File: src/rtl/imm_gen_pkg.sv
// imm_gen_pkg: shared encodings for the pipelined immediate generator.
// Holds the imm_src select encodings, the RV opcodes used for automatic
// format decode, the internal format enum and the two format-decode helpers.
package imm_gen_pkg;

   // imm_src select encodings
   localparam logic [2:0] IMM_I = 3'b000;
   localparam logic [2:0] IMM_S = 3'b001;
   localparam logic [2:0] IMM_B = 3'b010;
   localparam logic [2:0] IMM_U = 3'b011;
   localparam logic [2:0] IMM_J = 3'b100;
   localparam logic [2:0] IMM_Z = 3'b101;

   // major opcodes (instr[6:0])
   localparam logic [6:0] OPC_OP_IMM = 7'b0010011;
   localparam logic [6:0] OPC_LOAD   = 7'b0000011;
   localparam logic [6:0] OPC_JALR   = 7'b1100111;
   localparam logic [6:0] OPC_STORE  = 7'b0100011;
   localparam logic [6:0] OPC_BRANCH = 7'b1100011;
   localparam logic [6:0] OPC_LUI    = 7'b0110111;
   localparam logic [6:0] OPC_AUIPC  = 7'b0010111;
   localparam logic [6:0] OPC_JAL    = 7'b1101111;
   localparam logic [6:0] OPC_SYSTEM = 7'b1110011;
   localparam logic [6:0] OPC_OP     = 7'b0110011;

   // internal format; FMT_ZERO is R-type (immediate 0, no error)
   typedef enum logic [2:0] {
      FMT_I,
      FMT_S,
      FMT_B,
      FMT_U,
      FMT_J,
      FMT_Z,
      FMT_ZERO,
      FMT_ILL
   } fmt_e;

   // format from the explicit select
   function automatic fmt_e fmt_from_src(input logic [2:0] src);
      fmt_e f;
      case (src)
         IMM_I:   f = FMT_I;
         IMM_S:   f = FMT_S;
         IMM_B:   f = FMT_B;
         IMM_U:   f = FMT_U;
         IMM_J:   f = FMT_J;
         IMM_Z:   f = FMT_Z;
         default: f = FMT_ILL;
      endcase
      return f;
   endfunction

   // format from the opcode field
   function automatic fmt_e fmt_from_opcode(input logic [6:0] opc);
      fmt_e f;
      case (opc)
         OPC_OP_IMM, OPC_LOAD, OPC_JALR: f = FMT_I;
         OPC_STORE:                      f = FMT_S;
         OPC_BRANCH:                     f = FMT_B;
         OPC_LUI, OPC_AUIPC:             f = FMT_U;
         OPC_JAL:                        f = FMT_J;
         OPC_SYSTEM:                     f = FMT_Z;
         OPC_OP:                         f = FMT_ZERO;
         default:                        f = FMT_ILL;
      endcase
      return f;
   endfunction

endpackage

File: src/rtl/imm_ext_core.sv
// imm_ext_core: combinational immediate extraction and extension.
// Builds a 32-bit sign-extended immediate per format, then sign-extends
// to XLEN. Optional macro IMM_GEN_ZICSR_EN makes the Z (CSR uimm) format legal;
// without it Z is reported as illegal.
module imm_ext_core
   import imm_gen_pkg::*;
#(
   parameter int XLEN = 32
) (
   input  logic [31:0]     instr,
   input  fmt_e            fmt,
   output logic [XLEN-1:0] imm,
   output logic            err
);

   logic [31:0] raw;
   logic        unused_opc;

   // opcode bits carry no immediate data
   assign unused_opc = ^instr[6:0];

   // per-format field gather; Z keeps its upper bits zero so the final
   // sign extension still yields a zero extension
   always_comb begin
      raw = '0;
      err = 1'b0;
      case (fmt)
         FMT_I: raw = {{20{instr[31]}}, instr[31:20]};
         FMT_S: raw = {{20{instr[31]}}, instr[31:25], instr[11:7]};
         FMT_B: raw = {{19{instr[31]}}, instr[31], instr[7], instr[30:25],
                       instr[11:8], 1'b0};
         FMT_U: raw = {instr[31:12], 12'b0};
         FMT_J: raw = {{11{instr[31]}}, instr[31], instr[19:12], instr[20],
                       instr[30:21], 1'b0};
         FMT_Z: begin
`ifdef IMM_GEN_ZICSR_EN
            raw = {27'b0, instr[19:15]};
`else
            err = 1'b1;
`endif
         end
         FMT_ZERO: raw = '0;
         default:  err = 1'b1;
      endcase
      imm = err ? '0 : XLEN'($signed(raw));
   end

endmodule

File: src/rtl/imm_gen_pipe.sv
// imm_gen_pipe: 1- or 2-stage valid/ready pipelined immediate generator.
// Stage 1 registers the instruction and its decoded format; the extension is
// computed combinationally from stage 1, and stage 2 (PIPE_DEPTH=2) registers
// the result. Optional macro IMM_GEN_ZICSR_EN enables the Z (CSR) format.
module imm_gen_pipe
   import imm_gen_pkg::*;
#(
   parameter int XLEN        = 32,
   parameter int PIPE_DEPTH  = 1,
   parameter int AUTO_DECODE = 0
) (
   input  logic            clk,
   input  logic            reset,
   input  logic            in_valid,
   output logic            in_ready,
   input  logic [31:0]     instr,
   input  logic [2:0]      imm_src,
   output logic            out_valid,
   input  logic            out_ready,
   output logic [XLEN-1:0] imm_ext,
   output logic            imm_err
);

   fmt_e            in_fmt;
   logic            s1_valid;
   logic [31:0]     s1_instr;
   fmt_e            s1_fmt;
   logic            ready2;
   logic [XLEN-1:0] core_imm;
   logic            core_err;

   assign in_fmt   = (AUTO_DECODE != 0) ? fmt_from_opcode(instr[6:0])
                                        : fmt_from_src(imm_src);
   assign in_ready = !s1_valid || ready2;

   // stage 1: capture instruction and format on an accepting edge
   always_ff @(posedge clk) begin
      if (reset) begin
         s1_valid <= 1'b0;
         s1_instr <= '0;
         s1_fmt   <= FMT_I;
      end else if (in_ready) begin
         s1_valid <= in_valid;
         if (in_valid) begin
            s1_instr <= instr;
            s1_fmt   <= in_fmt;
         end
      end
   end

   imm_ext_core #(.XLEN(XLEN)) u_core (
      .instr (s1_instr),
      .fmt   (s1_fmt),
      .imm   (core_imm),
      .err   (core_err)
   );

   if (PIPE_DEPTH >= 2) begin : g_s2
      logic            s2_valid;
      logic [XLEN-1:0] s2_imm;
      logic            s2_err;

      assign ready2 = !s2_valid || out_ready;

      // stage 2: register the extended immediate; loading from an empty
      // stage 1 clears valid so no bubble is ever presented as data
      always_ff @(posedge clk) begin
         if (reset) begin
            s2_valid <= 1'b0;
            s2_imm   <= '0;
            s2_err   <= 1'b0;
         end else if (ready2) begin
            s2_valid <= s1_valid;
            if (s1_valid) begin
               s2_imm <= core_imm;
               s2_err <= core_err;
            end
         end
      end

      assign out_valid = s2_valid;
      assign imm_ext   = s2_imm;
      assign imm_err   = s2_err;
   end else begin : g_s1
      assign ready2    = out_ready;
      assign out_valid = s1_valid;
      assign imm_ext   = core_imm;
      assign imm_err   = core_err;
   end

endmodule

File: config.mk
export PLATFORM = sky130hd
export DESIGN_NAME = imm_gen_pipe
export DESIGN_NICKNAME = d
export VERILOG_FILES = /design/src/rtl/imm_gen_pkg.sv /design/src/rtl/imm_ext_core.sv /design/src/rtl/imm_gen_pipe.sv
export SDC_FILE = /design/constraint.sdc
export NUM_CORES = 1
export LEC_CHECK = 0
export BUFFER_PORTS_ARGS = -buffer_cell sky130_fd_sc_hd__buf_2
export CAP_MARGIN = 40
export CORE_AREA = 3 3 64 66
export CTS_CLUSTER_DIAMETER = 50
export DETAILED_ROUTE_END_ITERATION = 8
export DIE_AREA = 0 0 67 69
export PLACE_DENSITY = 0.86
export SLEW_MARGIN = 20
export SYNTH_ARGS = -nofsm -noshare
export SYNTH_HDL_FRONTEND = slang
export SYNTH_SLANG_ARGS = --single-unit
File: constraint.sdc
create_clock -name clk -period 1.5 [get_ports clk]
set_input_delay 0.225 -clock clk [delete_from_list [all_inputs] [get_ports clk]]
set_output_delay 0.225 -clock clk [all_outputs]
set_load 0.1 [all_outputs]
==> parameters.txt <==
Parameter                              Value

Final layout
  Layout overhead on the synthesized area ... 78.0%
  Most common library cell in the layout ignoring fill and taps ... sky130_fd_sc_hd__buf_12
  Layout cells sized above 1 ... 0.574
  Commonest non-fill, non-tap cells in the layout ... 36 x sky130_fd_sc_hd__buf_12, 32 x sky130_fd_sc_hd__buf_2, 30 x sky130_fd_sc_hd__a21oi_1, 28 x sky130_fd_sc_hd__nand3_1, 25 x sky130_fd_sc_hd__dfxtp_1
  Finished Core Util ... 0.803
  Summed area of non-filler cells in the final layout ... 0.00292 mm²
  Number of nets in the layout ... 289

Synth
  Gate count of the mapped netlist ... roughly 190
  Count of warnings emitted by yosys ... 0
  Post-synthesis adder-cell area fraction ... 0
  Mean instance size in the synthesized netlist ... just under 9 µm²
  Compound-cell area share of the yosys netlist ... 0.399
  Cell area after synthesis ... 0.00164 mm²
  Mux share of post-synthesis cell area ... 0.00610
  Post-synthesis simple-gate area fraction ... 0.151
  Post-synthesis sequential element count ... 29
  Post-synthesis net count ... around 220
  Largest family of logic cells by synthesized area ... compound AO/OA/AOI/OAI gates
  Post-synthesis xor/xnor area fraction ... 0.00534
  Synth unique cells ... 28
  Share of the yosys chip area belonging to registers ... 0.354

Worst setup path
  Standard cell with the maximum stage delay on the critical path ... sky130_fd_sc_hd__dfxtp_4
  Startpoint type of the worst setup path ... flip-flop
  CP Data Arrival Time ... about 1.5 ns
  Delay contributed by the slowest stage of the critical path ... about 0.38 ns
  Highest net fanout along the worst path ... 8
  Worst setup path class ... reg2out
  Critical Path, Cell by Cell ... a21oi_2 > and2_2 > a21o_4 > buf_12
  Sort of element at the end of the critical path ... output port
  Critical Path RT ... around 1.3 ns

Clocking
  Worst-case clock buffer depth ... 2
  Clock tree from TritonCTS ... yes
  Clk_lat worst skew ... 0.29 ns
  Clock H-tree levels ... 2
  Clock Tree Root ... sky130_fd_sc_hd__clkbuf_8
  Hold-fix buffers, CTS ... 0
  Clock tree sinks ... 29
  TritonCTS Buffers ... 5
  CTS clock-pin slew for the worst setup and hold paths ... around 0.060 ns

STA
  PnR worst setup slack ... -0.267 ns
  Worst slack on hold paths ... between 0.15 and 0.2 ns
  Worst slew pin tran ... approximately 0.54 ns
  Max Fclk ... ~0.57 GHz
  Final count of pins violating max slew ... 0
  Fraction of the cycle the final worst path needs ... 1.18
  Total negative setup slack ... -6.47 ns
  Worst relative slew slack ... 0.640
  Setup repair after global routing missed its margin ... true
  Final hold violation count ... 0
  Number of endpoints failing setup at the final stage ... 31
  Max Clock Skew ... between 0.005 and 0.006 ns
  Crit path time final ... 1.77 ns

Detailed routing
  Remaining DRCs ... 0
  Vias after detailed routing ... roughly 1700
  Routed vias/inst ... between 5 and 6
  Count of nets left with antenna violations after detail routing ... 0
  Post-Route WL ... approximately 6 mm
  Post-DR wirelength/cell ... 19.4 µm
  Number of DRC markers after the initial detailed-route iteration ... 112
  Number of search-and-repair iterations in the first detailed-routing pass ... 4

Power and ir drop
  Total power consumption of the routed design ... slightly below 3 mW
  Leakage Power ... between 1 and 1.5 nW
  PwrDens ... between 900 and 1000 mW/mm²
  VDD IR-drop max ... 0.921 mV

Die
  I/O pin cnt ... 74
  Core area ... between 0.003 and 0.004 mm²
  Die Outline Area ... approximately 0.0046 mm²
  Row Count ... 22
  Height of the die ... 69 µm
  Die width ... ~67 µm
  Initial core utilization ... 0.451

Placed design
  Placer Congestion ... 0.771
  Port Buffers ... 66
  Placed wire-length estimate ... between 3 and 4 mm
  Placed cell area ... 0.00266 mm²

Global route
  Global route total overflow ... 0
  GRT Util Overall ... 0.263
  Global-route wire length before repair ... ~9.2 mm
  Antenna violations before repair ... 0
  Number of global-route vias before repair ... 1787
  Largest net degree at the start of global routing ... 59

Run status
  Status ... finished with violations
  Violated checks ... setup timing

Job
  Number of maximum-capacitance constraint violations ... 0

Hold path
  Classification of the worst-slack hold path ... in2reg
power breakdown:
group	switching [mW]	internal, mW
clock	0.310	0.541
combinational	0.722	0.463
sequential	0.0502	0.815
total	1.08	1.82
repair_timing:
action,CTS,global route
pin swaps,16,1
buffers inserted,1,1
setup endpoints to repair,33,32
gates resized for setup,29,8
through the flow:
step / setup WS [ns] / instances
after floorplan: -0.143 / 185
after global placement: -0.0409 / 290
after detailed placement: -0.0930 / 290
after CTS: -0.239 / 299
after global routing: -0.301 / 299
final: -0.267 / 300
sequential cells by signal, summed over array words and instances (netlist names):
signal and cells:
s1_fmt 3, out_valid 1, s1_instr 25
routing by layer:
metal	global-route usage	up-vias	wire, µm
met5	0	-	0
met1	0.288	807	2150
met4	0.169	0	283
li1	-	795	-
met3	0.0765	30	323
met2	0.430	83	3070
critical path, delay by kind of cell, from the launching register on:
kind	cells	cell delay [ns]
flip-flops	1	0.38
AO/OA/AOI/OAI	2	0.35
AND/OR/NAND/NOR	1	0.34
buffers and inverters	1	0.17
synth_stat cells:
| cell | count | area [µm²] |
|---|---|---|
| sky130_fd_sc_hd__a21oi_1 | 30 | 150 |
| sky130_fd_sc_hd__dfxtp_1 | 29 | 581 |
| sky130_fd_sc_hd__nand3_1 | 28 | 140 |
| sky130_fd_sc_hd__a21o_1 | 19 | 143 |
| sky130_fd_sc_hd__a21bo_1 | 17 | 170 |
| sky130_fd_sc_hd__a21bo_2 | 10 | 100 |
| sky130_fd_sc_hd__and2_1 | 9 | 56.3 |
| sky130_fd_sc_hd__buf_4 | 8 | 60.1 |
| sky130_fd_sc_hd__buf_2 | 6 | 30.0 |
| sky130_fd_sc_hd__clkbuf_1 | 5 | 18.8 |
| sky130_fd_sc_hd__a22o_1 | 4 | 35.0 |
| sky130_fd_sc_hd__buf_6 | 2 | 22.5 |
| sky130_fd_sc_hd__inv_1 | 2 | 7.51 |
| sky130_fd_sc_hd__o21ai_0 | 2 | 10.0 |
| sky130_fd_sc_hd__a21o_4 | 1 | 15.0 |
| sky130_fd_sc_hd__a21oi_2 | 1 | 8.76 |
| sky130_fd_sc_hd__a311oi_1 | 1 | 8.76 |
| sky130_fd_sc_hd__a31oi_1 | 1 | 6.26 |
| sky130_fd_sc_hd__and3b_4 | 1 | 12.5 |
| sky130_fd_sc_hd__mux2i_1 | 1 | 10.0 |
| sky130_fd_sc_hd__nand2b_1 | 1 | 6.26 |
| sky130_fd_sc_hd__nor2_1 | 1 | 3.75 |
| sky130_fd_sc_hd__nor2_4 | 1 | 11.3 |
| sky130_fd_sc_hd__nor2b_1 | 1 | 6.26 |
| sky130_fd_sc_hd__nor3_1 | 1 | 5.00 |
| sky130_fd_sc_hd__o21a_1 | 1 | 7.51 |
| sky130_fd_sc_hd__or2_1 | 1 | 6.26 |
| sky130_fd_sc_hd__xnor2_1 | 1 | 8.76 |
final cells by class:
type	count	area [µm²]
repair buffers	79	982
inverters	2	7.51
flip-flops and latches	29	596
clock inverters	1	30.0
fillers	210	714
clock buffers	7	86.3
diodes	1	2.50
well taps	48	60.1
multi-input cells	133	1150
kinds of logic (layout without fill, tap and decap cells):
family | after synthesis | in the layout
and+or+nand+nor | 44 | 44
other | 0 | 1
AOI/OAI and AO/OA | 87 | 87
buffers and inverters | 23 | 89
DFF | 29 | 29
muxes | 1 | 1
xor gates and xnor gates | 1 | 1
final timing paths:
path	endpoint	depth (start not counted)	start	slack, ns
max	imm_ext[15]	4	s1_fmt[1]	-0.27
min reg2reg	s1_instr[14]	2	s1_instr[14]	0.60
min	s1_instr[8]	3	instr[8]	0.19
max reg2reg	s1_fmt[0]	4	out_valid	0.36
No activity file was read; power rests on OpenSTA's default activity.
